--- config.mk ---
export PLATFORM = sky130hd
export DESIGN_NAME = puf_soc_cntrlr
export DESIGN_NICKNAME = d
export VERILOG_FILES = /design/src/rtl/puf_soc_pkg.sv /design/src/rtl/puf_ro_decoder.sv /design/src/rtl/puf_soc_cntrlr.sv
export SDC_FILE = /design/constraint.sdc
export NUM_CORES = 1
export LEC_CHECK = 0
export CAP_MARGIN = 30
export CORE_ASPECT_RATIO = 0.5
export CORE_MARGIN = 1
export CORE_UTILIZATION = 45
export DETAILED_ROUTE_END_ITERATION = 12
export DONT_BUFFER_PORTS = 1
export GPL_ROUTABILITY_DRIVEN = 0
export SETUP_SLACK_MARGIN = 0.02
export SLEW_MARGIN = 20
export SYNTH_ARGS = -nofsm -noshare
export SYNTH_HDL_FRONTEND = slang
export SYNTH_HIERARCHICAL = 1
export SYNTH_SLANG_ARGS = --single-unit
--- constraint.sdc ---
create_clock -name clk -period 3.9 [get_ports clk]
set_input_delay 0.78 -clock clk [delete_from_list [all_inputs] [get_ports clk]]
set_output_delay 0.78 -clock clk [all_outputs]
set_load 0.005 [all_outputs]
--- src/rtl/puf_soc_pkg.sv ---
// Shared types and helpers for the PUF SoC controller.
//   fsm_state_e : 3-bit controller state encoding (7 is illegal)
//   sel_width() : RO mux select width for a given mux length
package puf_soc_pkg;

  typedef enum logic [2:0] {
    ST_RESET      = 3'd0,
    ST_WAIT       = 3'd1,
    ST_RECEIVE    = 3'd2,
    ST_RO_DECODER = 3'd3,
    ST_EXECUTE    = 3'd4,
    ST_TRANSMIT   = 3'd5,
    ST_DUMP       = 3'd6
  } fsm_state_e;

  function automatic int sel_width(input int mux_length);
    return $clog2(mux_length);
  endfunction

endpackage

--- src/rtl/puf_ro_decoder.sv ---
// Challenge register and field slicer.
//   clk, rst_n    : clock, synchronous active-low reset
//   i_capture     : latch i_chal into the challenge register
//   i_chal        : received challenge word
//   i_load        : load decoded fields from the held challenge
//   o_sel_mux_0/1 : RO mux selects (low two SW-wide fields)
//   o_max_count   : counter terminal value (remaining upper bits)
module puf_ro_decoder
  import puf_soc_pkg::*;
#(
  parameter int MUX_LENGTH   = 16,
  parameter int REG_BIT_SIZE = 40,
  localparam int SW          = sel_width(MUX_LENGTH),
  localparam int MW          = 8 * SW
) (
  input  logic                    clk,
  input  logic                    rst_n,
  input  logic                    i_capture,
  input  logic [REG_BIT_SIZE-1:0] i_chal,
  input  logic                    i_load,
  output logic [SW-1:0]           o_sel_mux_0,
  output logic [SW-1:0]           o_sel_mux_1,
  output logic [MW-1:0]           o_max_count
);

  logic [REG_BIT_SIZE-1:0] r_chal;
  logic [SW-1:0]           r_sel_mux_0;
  logic [SW-1:0]           r_sel_mux_1;
  logic [MW-1:0]           r_max_count;

  always_ff @(posedge clk) begin
    if (!rst_n) begin
      r_chal      <= '0;
      r_sel_mux_0 <= '0;
      r_sel_mux_1 <= '0;
      r_max_count <= '0;
    end else begin
      if (i_capture) r_chal <= i_chal;
      // Fields only change on a decode, so they survive a return to RESET.
      if (i_load) begin
        r_sel_mux_0 <= r_chal[0 +: SW];
        r_sel_mux_1 <= r_chal[SW +: SW];
        r_max_count <= r_chal[2*SW +: MW];
      end
    end
  end

  assign o_sel_mux_0 = r_sel_mux_0;
  assign o_sel_mux_1 = r_sel_mux_1;
  assign o_max_count = r_max_count;

endmodule

--- src/rtl/puf_soc_cntrlr.sv ---
// Top-level PUF SoC control FSM: RESET -> WAIT -> RECEIVE -> RO_DECODER
// (2 cycles) -> EXECUTE -> TRANSMIT or DUMP -> RESET.
//   clk, rst_n     : clock, synchronous active-low reset
//   i_start        : level, permits leaving RESET
//   i_op_mode      : debug request, sampled in EXECUTE (beats i_exec_done)
//   i_rx_*         : receiver ready / valid / done / challenge word
//   i_exec_done    : execution unit finished
//   i_tx_done      : transmit or dump finished
//   o_fsm_state    : state register
//   o_dcod_*       : decode capture cycle / fields-valid pulse
//   o_exec/tx/dump_enable : Moore state decodes
//   o_sel_mux_0/1, o_max_count : decoded challenge fields
module puf_soc_cntrlr
  import puf_soc_pkg::*;
#(
  parameter int MUX_LENGTH   = 16,
  parameter int REG_BIT_SIZE = 40,
  localparam int SW          = sel_width(MUX_LENGTH)
) (
  input  logic                    clk,
  input  logic                    rst_n,
  input  logic                    i_start,
  input  logic                    i_op_mode,
  input  logic                    i_rx_ready,
  input  logic                    i_rx_valid,
  input  logic                    i_rx_done,
  input  logic [REG_BIT_SIZE-1:0] i_rx_data,
  input  logic                    i_exec_done,
  input  logic                    i_tx_done,
  output logic [2:0]              o_fsm_state,
  output logic                    o_dcod_ready,
  output logic                    o_dcod_enable,
  output logic                    o_exec_enable,
  output logic                    o_tx_enable,
  output logic                    o_dump_enable,
  output logic [SW-1:0]           o_sel_mux_0,
  output logic [SW-1:0]           o_sel_mux_1,
  output logic [8*SW-1:0]         o_max_count
);

  fsm_state_e r_state, w_next;
  // Second-cycle marker inside RO_DECODER.
  logic       r_dcod_phase;
  logic       w_capture;

  always_ff @(posedge clk) begin
    if (!rst_n) begin
      r_state      <= ST_RESET;
      r_dcod_phase <= 1'b0;
    end else begin
      r_state      <= w_next;
      r_dcod_phase <= (r_state == ST_RO_DECODER) && !r_dcod_phase;
    end
  end

  always_comb begin
    w_next    = r_state;
    w_capture = 1'b0;
    case (r_state)
      ST_RESET:      if (i_start) w_next = ST_WAIT;
      ST_WAIT:       if (i_rx_ready) w_next = ST_RECEIVE;
      ST_RECEIVE: begin
        if (i_rx_valid && i_rx_done) begin
          w_capture = 1'b1;
          w_next    = ST_RO_DECODER;
        end
      end
      ST_RO_DECODER: if (r_dcod_phase) w_next = ST_EXECUTE;
      ST_EXECUTE: begin
        if (i_op_mode)        w_next = ST_DUMP;
        else if (i_exec_done) w_next = ST_TRANSMIT;
      end
      ST_TRANSMIT:   if (i_tx_done) w_next = ST_RESET;
      ST_DUMP:       if (i_tx_done) w_next = ST_RESET;
      default:       w_next = ST_RESET;
    endcase
  end

  assign o_fsm_state   = r_state;
  assign o_dcod_enable = (r_state == ST_RO_DECODER) && !r_dcod_phase;
  assign o_dcod_ready  = (r_state == ST_RO_DECODER) &&  r_dcod_phase;
  assign o_exec_enable = (r_state == ST_EXECUTE);
  assign o_tx_enable   = (r_state == ST_TRANSMIT);
  assign o_dump_enable = (r_state == ST_DUMP);

  puf_ro_decoder #(
    .MUX_LENGTH  (MUX_LENGTH),
    .REG_BIT_SIZE(REG_BIT_SIZE)
  ) u_dec (
    .clk        (clk),
    .rst_n      (rst_n),
    .i_capture  (w_capture),
    .i_chal     (i_rx_data),
    .i_load     (o_dcod_enable),
    .o_sel_mux_0(o_sel_mux_0),
    .o_sel_mux_1(o_sel_mux_1),
    .o_max_count(o_max_count)
  );

endmodule

==> key figures <==
Global routing
  – First-pass GRT wire length: about 9700 um
  – Vias in the first global route: between 1500 and 2000
  – Remaining Overflow, GRT: 0
  – Initial antenna violation count: 0
  – Total GRT Usage: 15.9%
  – Largest net degree at the start of global routing: 87

Setup path
  – Critical Path End Type: output pin
  – Startpoint types: flip-flop
  – Arr. time, crit path: roughly 1.6 ns
  – Max FO, Critical Path: 18
  – Critical Path RT: roughly 3.1 ns
  – CP Class: reg -> out

CTS
  – CTS Root Cell: clkbuf_16
  – CTS H-tree lvls: 3
  – CTS tree: done
  – Cts hold-fix bufs: 0
  – CTS sink count: between 80 and 90
  – Post-CTS Setup Bufs: 0
  – Post-CTS Resized: 0
  – Clock transition at the registers of the reported paths: 0.06 ns
  – Bufs on Longest Clock Path: 2
  – CTS Buf Count: 9
  – Clock latency on the worst-skew pair: roughly 0.33 ns

Layout
  – Fin area: about 0.0037 mm2
  – Syn-to-layout area delta: 6.54%
  – Ratio of cells with drive above 1 in the final layout: about 7.7%
  – Inserted Diodes: 0
  – Post-Layout Cell Count: 395
  – Nets: 343
  – Most frequent cells in the layout: dfxtp_1 (84), mux2i_1 (82), nor2b_1 (80)
  – Commonest non-fill, non-tap cell in the layout: dfxtp_1

Timing
  – Worst-Margin Slew: 0.669 ns
  – RSZ-0062 raised after global routing: no
  – Final worst slack: about 1.5 ns
  – Maximum clock rate: between 400 and 500 MHz
  – Count of pins over their slew limit: 0
  – Fin crit period: approximately 2.4 ns
  – Fin. Hold Viols: 0
  – Fin crit share: just over 60%
  – Final setup viols: 0
  – Setup TNS: 0 ns
  – Slew HR: between 50% and 60%
  – Layout Skew: 0.00468 ns

Logic synthesis
  – Ys flop type: dfxtp_1
  – #FFs+latches synth: 84
  – Post-synth cell types: 24
  – Cells after synthesis: 300
  – Post-synth EDFFs: 0
  – Sequential area share after synthesis: approximately 49%
  – Synthesized area: 0.00343 mm2
  – Warnings from Yosys: 6
  – Post-synth net total: 349
  – Avg Inst Size Synth: roughly 11 um2
  – Async S/R FF share, synth: 0%

Route
  – Detailed Route Iter0 Violations: 58
  – DRC viols: 6
  – Post-route ant nets: 0
  – Final wirelength: 5960 um
  – Routed length per instance: ~15 um
  – First-pass detailed-route iteration total: 8
  – Vias post-DR: ~2000
  – Vias per inst: 4.95

Power and ir drop
  – Total power: approximately 1900 uW
  – Power Dens Cells: ~530 mW/mm2
  – Largest vdd supply drop: around 240 uV
  – Leak pwr: 0.00111 uW

Outcome
  – Failing checks: design-rule violations
  – Status: finished, violations left

Hold path
  – Min-delay worst type: reg -> reg

Place
  – Port buffer count: 0
  – Post-placement cell area: around 0.0034 mm2
  – Inst Count DP: ~380
  – Hpwl dp: 3960 um
  – Pre-CTS setup slack: between 1.5 and 2 ns

Floorplanning
  – Core area: 0.00735 mm2
  – Die height: between 60 and 70 um
  – Starting density of the core: a little under half
  – Boundary Pins: between 90 and 100
  – Die W: around 130 um
  – Total Die Area: ~0.0080 mm2
  – Row count: 22

Run
  – Max Cap Violations: 0
==> critical path, stage by stage, from the launching register on <==
cell,delay (ns)
dfxtp_1,0.53
nand3b_1,0.22
nor2_4,0.56
==> per-layer routing <==
layer	track usage, %	routed length [um]	up-vias
met4	5.49	50	0
met2	26.2	2810	52
met3	8.92	532	5
met1	17.4	2570	909
met5	0	0	-
li1	-	-	988
==> state kept, by name, indices dropped and copies added (netlist names) <==
register and flops:
u_dec/r_chal 40, u_dec/o_max_count 32, u_dec/o_sel_mux_0 4, u_dec/o_sel_mux_1 4, o_fsm_state 3, r_dcod_phase 1
==> report_power, final <==
group / internal [uW] / switching (uW) / total (uW) / leakage [uW]
Clock: 482 / 319 / 801 / 0.000138
Combinational: 96.5 / 93.4 / 190 / 0.000292
Sequential: 893 / 37.8 / 931 / 0.000677
Total: 1470 / 450 / 1920 / 0.00111
==> path summary, 6_finish.rpt <==
path                           end  slack (ns)              from  depth (start not counted)
max                  o_dcod_enable        1.48    o_fsm_state[1]                          2
min               u_dec/r_chal[12]        0.52  u_dec/r_chal[12]                          2
max reg2reg  u_dec/o_max_count[15]        1.63    o_fsm_state[1]                          5
min reg2reg       u_dec/r_chal[12]        0.52  u_dec/r_chal[12]                          2
==> metrics by stage <==
| stage | util [%] | hold WS, ns |
|---|---|---|
| after floorplan | - | 0.482 |
| after global placement | 45.7 | 0.489 |
| after detailed placement | 45.7 | 0.505 |
| after CTS | 49.7 | 0.519 |
| after global routing | 49.7 | 0.538 |
| final | 49.7 | 0.516 |
==> area by class of cell <==
| cell class | instances | area, um2 |
|---|---|---|
| fillers | 637 | 3700 |
| flip-flops and latches | 84 | 1680 |
| multi-input cells | 193 | 1530 |
| clock buffers | 13 | 270 |
| well taps | 96 | 120 |
| repair buffers | 3 | 22.5 |
| clock inverters | 3 | 20.0 |
| inverters | 3 | 11.3 |
==> cell usage after synthesis, types with 3 or more instances <==
cell | instances | area share, %
clkbuf_1 | 9 | 0.99
inv_1 | 3 | 0.33
nand2b_1 | 3 | 0.55
dfxtp_1 | 84 | 49
nor2b_1 | 80 | 15
buf_12 | 8 | 4.7
mux2i_1 | 82 | 24
nor2_1 | 6 | 0.66
nand2_1 | 4 | 0.44
o21ai_0 | 3 | 0.44
==> kinds of logic after synthesis <==
logic type / Yosys count / synth area share [%]
buf+inv: 23 / 6.79
compound gates: 8 / 1.75
flops: 84 / 49.1
simple gates: 102 / 18.0
mux: 83 / 24.4
No activity file was read; power rests on OpenSTA's default activity.
